File: config.mk
export PLATFORM = sky130hd
export DESIGN_NAME = instruction_fetch_unit
export DESIGN_NICKNAME = d
export VERILOG_FILES = /design/src/rtl/isa_pkg.sv /design/src/rtl/program_ram.sv /design/src/rtl/instruction_fetch_unit.sv
export SDC_FILE = /design/constraint.sdc
export NUM_CORES = 1
export LEC_CHECK = 0
export ABC_CLOCK_PERIOD_IN_PS = 6900
export BUFFER_PORTS_ARGS = -buffer_cell sky130_fd_sc_hd__buf_4
export CAP_MARGIN = 5
export CORE_MARGIN = 1
export CORE_UTILIZATION = 40
export CTS_CLUSTER_SIZE = 8
export DETAILED_ROUTE_END_ITERATION = 8
export GPL_TIMING_DRIVEN = 1
export REMOVE_ABC_BUFFERS = 1
export SLEW_MARGIN = 15
export SYNTH_ARGS = -nofsm -noshare
export SYNTH_HDL_FRONTEND = slang
export SYNTH_SLANG_ARGS = --single-unit
export TNS_END_PERCENT = 30
File: constraint.sdc
create_clock -name clk -period 6.9 [get_ports clk]
set_input_delay 1.035 -clock clk [delete_from_list [all_inputs] [get_ports clk]]
set_output_delay 1.035 -clock clk [all_outputs]
set_load 0.03 [all_outputs]
File: src/rtl/isa_pkg.sv
// Instruction-word field layout, condition/flag encodings and the fetch state enum.
// Shared by the fetch unit and control_unit so encoder and decoder agree on the format.
package isa_pkg;
    localparam int RSVD_BIT   = 32;
    localparam int OPCODE_MSB = 31;
    localparam int OPCODE_LSB = 28;
    localparam int COND_MSB   = 27;
    localparam int COND_LSB   = 26;
    localparam int JUMP_MSB   = 25;
    localparam int JUMP_LSB   = 23;
    localparam int LOAD_MSB   = 22;
    localparam int LOAD_LSB   = 15;
    localparam int ADDR3_MSB  = 14;
    localparam int ADDR3_LSB  = 10;
    localparam int ADDR2_MSB  = 9;
    localparam int ADDR2_LSB  = 5;
    localparam int ADDR1_MSB  = 4;
    localparam int ADDR1_LSB  = 0;

    localparam logic [1:0] COND_NEVER  = 2'b00;
    localparam logic [1:0] COND_ZERO   = 2'b01;
    localparam logic [1:0] COND_CARRY  = 2'b10;
    localparam logic [1:0] COND_ALWAYS = 2'b11;

    localparam int FLAG_Z = 0;
    localparam int FLAG_C = 1;
    localparam int FLAG_S = 2;
    localparam int FLAG_V = 3;

    localparam logic [3:0] HALT_OPCODE = 4'hF;

    typedef enum logic [2:0] {
        ST_IDLE,
        ST_FETCH,
        ST_ISSUE,
        ST_WAIT_FLAGS,
        ST_HALT
    } fetch_state_e;

    function automatic logic cond_taken(input logic [1:0] cond, input logic [3:0] flag);
        case (cond)
            COND_ZERO:   cond_taken = flag[FLAG_Z];
            COND_CARRY:  cond_taken = flag[FLAG_C];
            COND_ALWAYS: cond_taken = 1'b1;
            default:     cond_taken = 1'b0;
        endcase
    endfunction
endpackage

File: src/rtl/program_ram.sv
// Single-write / single-read program RAM, synchronous on both ports.
// A read of the address being written in the same cycle returns the new data.
module program_ram #(
    parameter int AW = 5,
    parameter int DW = 33
) (
    input  logic          clk,
    input  logic          we,
    input  logic [AW-1:0] waddr,
    input  logic [DW-1:0] wdata,
    input  logic [AW-1:0] raddr,
    output logic [DW-1:0] rdata
);
    localparam int DEPTH = 2 ** AW;

    logic [DW-1:0] mem [0:DEPTH-1];
    logic [DW-1:0] rdata_d, rdata_q;

    always_comb begin
        rdata_d = mem[raddr];
        if (we && (waddr == raddr)) rdata_d = wdata;
    end

    always_ff @(posedge clk) begin
        if (we) mem[waddr] <= wdata;
        rdata_q <= rdata_d;
    end

    assign rdata = rdata_q;
endmodule

File: src/rtl/instruction_fetch_unit.sv
// Program RAM + PC sequencer issuing instruction words over valid/ready and resolving
// conditional PC-relative jumps. Define BACKWARD_JUMP_EN to treat jump as a signed offset.
module instruction_fetch_unit #(
    parameter int         PC_WIDTH    = 5,
    parameter int         INSTR_WIDTH = 33,
    parameter logic [3:0] HALT_OPCODE = 4'hF
) (
    input  logic                   clk,
    input  logic                   reset,
    input  logic                   start,
    input  logic                   prog_we,
    input  logic [PC_WIDTH-1:0]    prog_addr,
    input  logic [INSTR_WIDTH-1:0] prog_data,
    output logic [INSTR_WIDTH-1:0] instr,
    output logic                   instr_valid,
    input  logic                   instr_ready,
    input  logic [3:0]             flag,
    input  logic                   flag_valid,
    output logic [PC_WIDTH-1:0]    pc,
    output logic                   halted
);
    import isa_pkg::*;

    fetch_state_e           state_q, state_d;
    logic [PC_WIDTH-1:0]    pc_q, pc_d;
    logic [INSTR_WIDTH-1:0] instr_q, instr_d;
    logic                   instr_valid_q, instr_valid_d;
    logic                   halted_q, halted_d;

    logic                   ram_we;
    logic [INSTR_WIDTH-1:0] ram_rdata;
    logic [PC_WIDTH-1:0]    jump_off, pc_inc, pc_tgt;
    logic [1:0]             cond;

    assign ram_we = prog_we && ((state_q == ST_IDLE) || (state_q == ST_HALT));
    assign cond   = instr_q[COND_MSB:COND_LSB];

`ifdef BACKWARD_JUMP_EN
    assign jump_off = {{(PC_WIDTH-3){instr_q[JUMP_MSB]}}, instr_q[JUMP_MSB:JUMP_LSB]};
`else
    assign jump_off = {{(PC_WIDTH-3){1'b0}}, instr_q[JUMP_MSB:JUMP_LSB]};
`endif

    assign pc_inc = pc_q + PC_WIDTH'(1);
    assign pc_tgt = pc_inc + jump_off;

    // Read address follows the next PC so the word is ready while in FETCH.
    program_ram #(
        .AW (PC_WIDTH),
        .DW (INSTR_WIDTH)
    ) u_ram (
        .clk   (clk),
        .we    (ram_we),
        .waddr (prog_addr),
        .wdata (prog_data),
        .raddr (pc_d),
        .rdata (ram_rdata)
    );

    always_comb begin
        state_d       = state_q;
        pc_d          = pc_q;
        instr_d       = instr_q;
        instr_valid_d = instr_valid_q;
        halted_d      = halted_q;
        case (state_q)
            ST_IDLE, ST_HALT: begin
                if (start) begin
                    state_d  = ST_FETCH;
                    pc_d     = '0;
                    halted_d = 1'b0;
                end
            end
            ST_FETCH: begin
                instr_d           = ram_rdata;
                instr_d[RSVD_BIT] = 1'b0;
                instr_valid_d     = 1'b1;
                state_d           = ST_ISSUE;
            end
            ST_ISSUE: begin
                if (instr_ready) begin
                    instr_valid_d = 1'b0;
                    if (instr_q[OPCODE_MSB:OPCODE_LSB] == HALT_OPCODE) begin
                        state_d  = ST_HALT;
                        halted_d = 1'b1;
                    end else if ((cond == COND_ZERO) || (cond == COND_CARRY)) begin
                        state_d = ST_WAIT_FLAGS;
                    end else begin
                        pc_d    = cond_taken(cond, 4'b0000) ? pc_tgt : pc_inc;
                        state_d = ST_FETCH;
                    end
                end
            end
            ST_WAIT_FLAGS: begin
                if (flag_valid) begin
                    pc_d    = cond_taken(cond, flag) ? pc_tgt : pc_inc;
                    state_d = ST_FETCH;
                end
            end
            default: state_d = ST_IDLE;
        endcase
    end

    always_ff @(posedge clk) begin
        if (reset) begin
            state_q       <= ST_IDLE;
            pc_q          <= '0;
            instr_q       <= '0;
            instr_valid_q <= 1'b0;
            halted_q      <= 1'b0;
        end else begin
            state_q       <= state_d;
            pc_q          <= pc_d;
            instr_q       <= instr_d;
            instr_valid_q <= instr_valid_d;
            halted_q      <= halted_d;
        end
    end

    assign instr       = instr_q;
    assign instr_valid = instr_valid_q;
    assign pc          = pc_q;
    assign halted      = halted_q;
endmodule

# Word-level counts from Yosys, hierarchy flattened
# Memory sizes are Yosys's and may differ from the RTL's.
# Cells that the tools add are included.
dict set report word_totals {
  register_bits 74
  ramBits 1056
  elab_cells 64
  inputBits 48
  mem_count 1
}
dict set report op_classes {
  eq_ne 13
  reduce_logical 11
  n_mux 31
  n_addsub 2
}
# memory words word_bits rd rd_clocked_by_memory_dff wr line_no
set memory_table {}
lappend memory_table {u_ram.mem 32 33 1 0 1 program_ram.sv:16} ;# logic [DW-1:0] mem [0:DEPTH-1];
# op n
set ops {}
lappend ops {{two-way mux 5 bit} 7}
lappend ops {{two-way mux 32 bit} 1}
lappend ops {{one-hot mux 5 bit (3 select lines)} 1}
lappend ops {{two-way mux 1 bit} 13}
lappend ops {{two-way mux 3 bit} 4}
lappend ops {{one-hot mux 3 bit (4 select lines)} 1}
lappend ops {{inequality test 2 bit, second input constant} 4}
lappend ops {{== test 3 x 2 -> 1 bit, second input constant} 2}
lappend ops {{adder 5 x 1 -> 5 bit, second input constant} 1}
lappend ops {{adder 5 x 3 -> 5 bit} 1}
lappend ops {{== test 5 bit} 1}
lappend ops {{== test 2 bit, second input constant} 2}
lappend ops {{== test 4 bit, second input constant} 1}
lappend ops {{one-hot mux 1 bit (2 select lines)} 2}
lappend ops {{AND reduction 4 bit} 1}
lappend ops {{nonzero test 2 bit} 2}
lappend ops {{== test 3 x 1 -> 1 bit, second input constant} 1}
lappend ops {{== test 3 bit, second input constant} 1}
lappend ops {{logical NOT 3 bit} 1}
lappend ops {{one-hot mux 1 bit (3 select lines)} 1}
lappend ops {{AND reduction 3 bit} 1}
lappend ops {{== test 2 x 1 -> 1 bit, second input constant} 1}
lappend ops {{logical AND 1 bit} 2}
lappend ops {{logical OR 1 bit} 2}
lappend ops {{other kinds (3)} 3}

# Depth between registers and ports, before layout
dict set report depth {
  depth_word 14
  mapped_depth 17
}

# By module
# From an unflattened synthesis, not the netlist that was laid out.
dict set report hier_totals {
  hier_cells 2581
  area_unflattened_um2 43406.6
}
# module seq_area_each_um2 area_per_inst_um2 cells_each n_inst
set by_module_without_submodules {}
lappend by_module_without_submodules {program_ram 31810.5 41253.3 2304 1}
lappend by_module_without_submodules {instruction_fetch_unit 840.8 2153.3 277 1}

# Worst setup path after synthesis
# OpenSTA, ideal clock, no wires.
dict set report synth_path {
  path_kind {register to register}
  start {register pc_q[1], in the netlist pc[1]}
  end {register u_ram.rdata_q[0], in the netlist u_ram.rdata[0]}
  setup_ns 0.117
  setup_slack_ns 3.152
  t_arrival_ns 3.631
  stages_incl_launch_ff 14
  synth_period_minus_slack_ns 3.748
  cell_sequence {dfxtp_1 > ha_1 > nor2b_1 > or2_2 > ha_1 > a21oi_1 > nor3_1 > mux2_2 > o2111a_1 > a211oi_4 > nand2b_1 > clkbuf_1 > nor3_1 > o22a_1}
}
dict set report synth_between {
  elab_chain_cells 10
}
# element line_no
set synth_rtl {}
lappend synth_rtl {{start: declaration} instruction_fetch_unit.sv:25} ;# logic [PC_WIDTH-1:0] pc_q, pc_d;
lappend synth_rtl {{start signal: assignment} instruction_fetch_unit.sv:113} ;# pc_q <= pc_d;
lappend synth_rtl {{adder 5 x 1 -> 5 bit} instruction_fetch_unit.sv:44} ;# assign pc_inc = pc_q + PC_WIDTH'(1);
lappend synth_rtl {{adder 5 x 3 -> 5 bit} instruction_fetch_unit.sv:45} ;# assign pc_tgt = pc_inc + jump_off;
lappend synth_rtl {{two-way mux 5 bit} instruction_fetch_unit.sv:89} ;# pc_d = cond_taken(cond, 4'b0000) ? pc_tgt : pc_inc;
lappend synth_rtl {{two-way mux 5 bit} instruction_fetch_unit.sv:86} ;# end else if ((cond == COND_ZERO) || (cond == COND_CARRY)) begin
lappend synth_rtl {{two-way mux 5 bit} instruction_fetch_unit.sv:83} ;# if (instr_q[OPCODE_MSB:OPCODE_LSB] == HALT_OPCODE) begin
lappend synth_rtl {{two-way mux 5 bit} instruction_fetch_unit.sv:81} ;# if (instr_ready) begin
lappend synth_rtl {{one-hot mux 5 bit (3 select lines) (*)} instruction_fetch_unit.sv:66} ;# case (state_q)
lappend synth_rtl {{branches (longest 2 deep; another with memory read (32 x 33 bit))} n/a}
lappend synth_rtl {{two-way mux 32 bit (*)} program_ram.sv:21} ;# if (we && (waddr == raddr)) rdata_d = wdata;
lappend synth_rtl {{via u_ram.rdata_d[0]} program_ram.sv:17} ;# logic [DW-1:0] rdata_d, rdata_q;
lappend synth_rtl {{end signal: assignment} program_ram.sv:26} ;# rdata_q <= rdata_d;
lappend synth_rtl {{end: declaration} program_ram.sv:17}
# Mark *: on every way through the listed nets, which the timed path passes.
# A chain may end at the register's enable or synchronous reset.

# Worst setup path in the final report
dict set report layout_path {
  start {register pc_q[0], in the netlist pc[0]}
  end {register u_ram.rdata_q[21], in the netlist u_ram.rdata[21]}
}
# Same word-level chain as after synthesis.

==> impl_metrics.tcl <==
set metrics [dict create \
    cts_root_buffer "clkbuf_16" \
    vias 26400 \
    via_per_inst 5.64 \
    min_path_type "reg -> reg" \
    routed_wl_mm 117 \
    drv_slew 0 \
    cp_max_fo 35 \
    cts_max_path_buffers 3 \
    grt_pass1_wl_mm 169 \
    maxCapViolCount 0 \
    layout_common_cells "edfxtp_1, nand2_1, nand3_1, clkbuf_16" \
    layout_commonest_cell "edfxtp_1" \
    route.detailed.drc 7 \
    dr.pass1.iters 8 \
    cts.reportedPaths.clkPinSlew_ns 0.05 \
    netlist_instances 3077 \
    p_seq_frac 0.495 \
    cts_inserted_buffers 155 \
    track_usage 0.213 \
    synth_area_um2 42900 \
    dr.first_iter.drc_count 2943 \
    rsz0062_at_grt "false" \
    ir_drop_uv 242 \
    synth_area_leaders "edfxtp_1, nand2_1, dfxtp_1, mux2i_1, nand3_1" \
    dp.final_hpwl_mm 58.5 \
    critPathArrivalTime_ns 5.90 \
    hold_slack_ns 0.436 \
    cts_tree "done" \
    max_freq_ghz 0.189 \
    finalSetupTns_ns 0 \
    synth_xor_area_frac 0.00140 \
    postCtsSetupBuffers 0 \
    dieHeight_um 329 \
    grt_overflow 0 \
    initial_core_util 0.405 \
    intPower_uw 11800 \
    p_leak_uw 0.0160 \
    synth_simple_gate_area_frac 0.135 \
    antenna_found_initial 1 \
    seq_area_frac_synth 0.752 \
    die_area_um2 108000 \
    switching_power_uw 3180 \
    synth_compound_area_frac 0.0565 \
    worst_clock_skew_ns 0.0302 \
    status "finished, violations left" \
    grt_max_degree 181 \
    synth_edf_count 1024 \
    crit_type "reg -> reg" \
    gp_congestion 0.794 \
    violations "DRC" \
    row_count 119 \
    synth_top_family_by_area "simple AND/OR/NAND/NOR gates" \
    hold_viol_final 0 \
    final_cell_count_no_fill 4684 \
    die-width_um 329 \
    clock_power_share 0.465 \
    h-tree-depth 4 \
    power_per_cell_area_nw_per_um2 302 \
    min_period_over_period 0.769 \
    cts_resized 0 \
    synth_top_flop_cell "edfxtp_1" \
    power_frac_comb 0.040 \
    crit_required_ns 7.49 \
    core_region_area_um2 106000 \
    yosysTopAreaCellShare 0.717 \
    numPortBuffers 83 \
    place_inst 4405 \
    min_period_ns 5.30 \
    slew_headroom 0.254 \
    ys_warn_count 0 \
    drive_gt1_frac 0.112 \
    syn_area_per_cell_um2 13.9 \
    end_kind "register" \
    drtAntennaViolNets 0 \
    cts.hold.buffers_added 0 \
    synthAdderAreaFrac 0.00280 \
    synth_cell_types 72 \
    grt_pass1_vias 25300 \
    cp-start-kind "register" \
    yosysTopAreaCell "edfxtp_1" \
    setup-violations-final 0 \
    cts_sinks 1098 \
    worst_pin_slew_ns 1.12 \
    swShare 0.212 \
    clk_latency_ns 0.73 \
    pin_count 88 \
    async_flop_share 0 \
    routedWlPerCell_um 24.9 \
    synth_seq_cells 1098 \
    synthMuxAreaShare 0.0317 \
    nets 3228 \
    areaGrowthSynthToFinish_pct 15.9 \
]
[power groups by stage]
stage	sequential, uW	clock [uW]	combinational [uW]
2_1_floorplan	7560	0	277
3_5_place_dp	7540	0	602
4_1_cts	7410	7060	605
6_report	7410	6970	602
5_1_grt	7410	7340	647
3_3_place_gp	7530	0	597
[layer usage]
layer,vias to the layer above,GRT usage,part of all wire
met3,172,0.0400,0.078
li1,11800,-,-
met4,0,0.0626,0.020
met1,13300,0.289,0.42
met5,-,0,0
met2,1090,0.350,0.49
[synthesized netlist by cell type (all sizes together) (2+ instances only)]
cell	number
nand4	97
mux2i	130
o21bai	2
nor2	53
or3b	3
a311oi	2
nand3	258
nand2	841
a31oi	5
nand3b	3
a32oi	65
nor2b	5
ha	8
a211o	2
and2	6
edfxtp	1024
o221a	2
o22a	32
o21ai	13
a2111oi	7
or3	6
a21oi	46
buf	107
xnor2	3
o2111ai	31
or2	4
mux2	5
a211oi	6
nand4b	2
nor3	35
o211ai	4
dfxtp	74
a32o	61
and3	3
nand2b	7
clkbuf	96
a21o	3
inv	4
xor2	3
a221oi	2
[worst max-delay path: stages, from the launching register on]
cell,delay [ns]
dfxtp_1,0.58
ha_1,0.35
nor2b_1,0.09
or2_2,0.28
ha_1,0.34
a21oi_1,0.10
nor3_1,0.43
mux2_2,0.39
o2111a_1,0.26
a211oi_4,0.54
xor2_2,0.16
nand3_4,0.56
buf_4,0.54
o2111ai_1,0.29
o22a_1,0.22
[cell families (layout without fill, tap and decap cells)]
| logic type | count (synthesis) | after routing |
|---|---|---|
| AO/OA/AOI/OAI | 291 | 291 |
| XOR/XNOR | 6 | 6 |
| adder cells (fa/ha/maj) | 9 | 9 |
| buffers and inverters | 207 | 422 |
| flip-flops | 1098 | 1098 |
| multiplexers | 135 | 135 |
| other | 1 | 2 |
| AND/OR/NAND/NOR | 1330 | 1330 |
[state kept, by name (all words and copies together) (netlist names)]
name         flops
halted           1
u_ram.rdata     32
instr           32
state_q          3
instr_valid      1
pc               5
u_ram.mem     1024
[layout make-up]
class,count,area [um2]
antenna,1,2.50
clock buffer,268,4390
clock inverter,10,93.8
fill,9184,56000
inverter,4,15.0
multi-input combinational,1772,10000
sequential,1098,32200
tap,1391,1740
timing repair buffer,140,1180
[metrics by stage]
stage / utilization / cell area, um2 / power (uW) / setup WS [ns]
2_1_floorplan: - / 42000 / 7840 / -10.59
3_3_place_gp: 0.427 / 45200 / 8130 / 1.67
3_5_place_dp: 0.427 / 45200 / 8140 / 1.64
4_1_cts: 0.470 / 49700 / 15100 / 1.57
5_1_grt: 0.470 / 49700 / 15400 / 1.32
6_report: 0.470 / 49700 / 15000 / 1.60
[final timing paths]
kind                  startpoint               to  slack (ns)  cells after the start
setup / recovery           pc[0]  u_ram.rdata[21]        1.60                     14
hold / removal    u_ram.rdata[7]         instr[7]        0.44                      2
setup reg to reg           pc[0]  u_ram.rdata[21]        1.60                     14
hold reg to reg   u_ram.rdata[7]         instr[7]        0.44                      2
No activity file was read; power rests on OpenSTA's default activity.
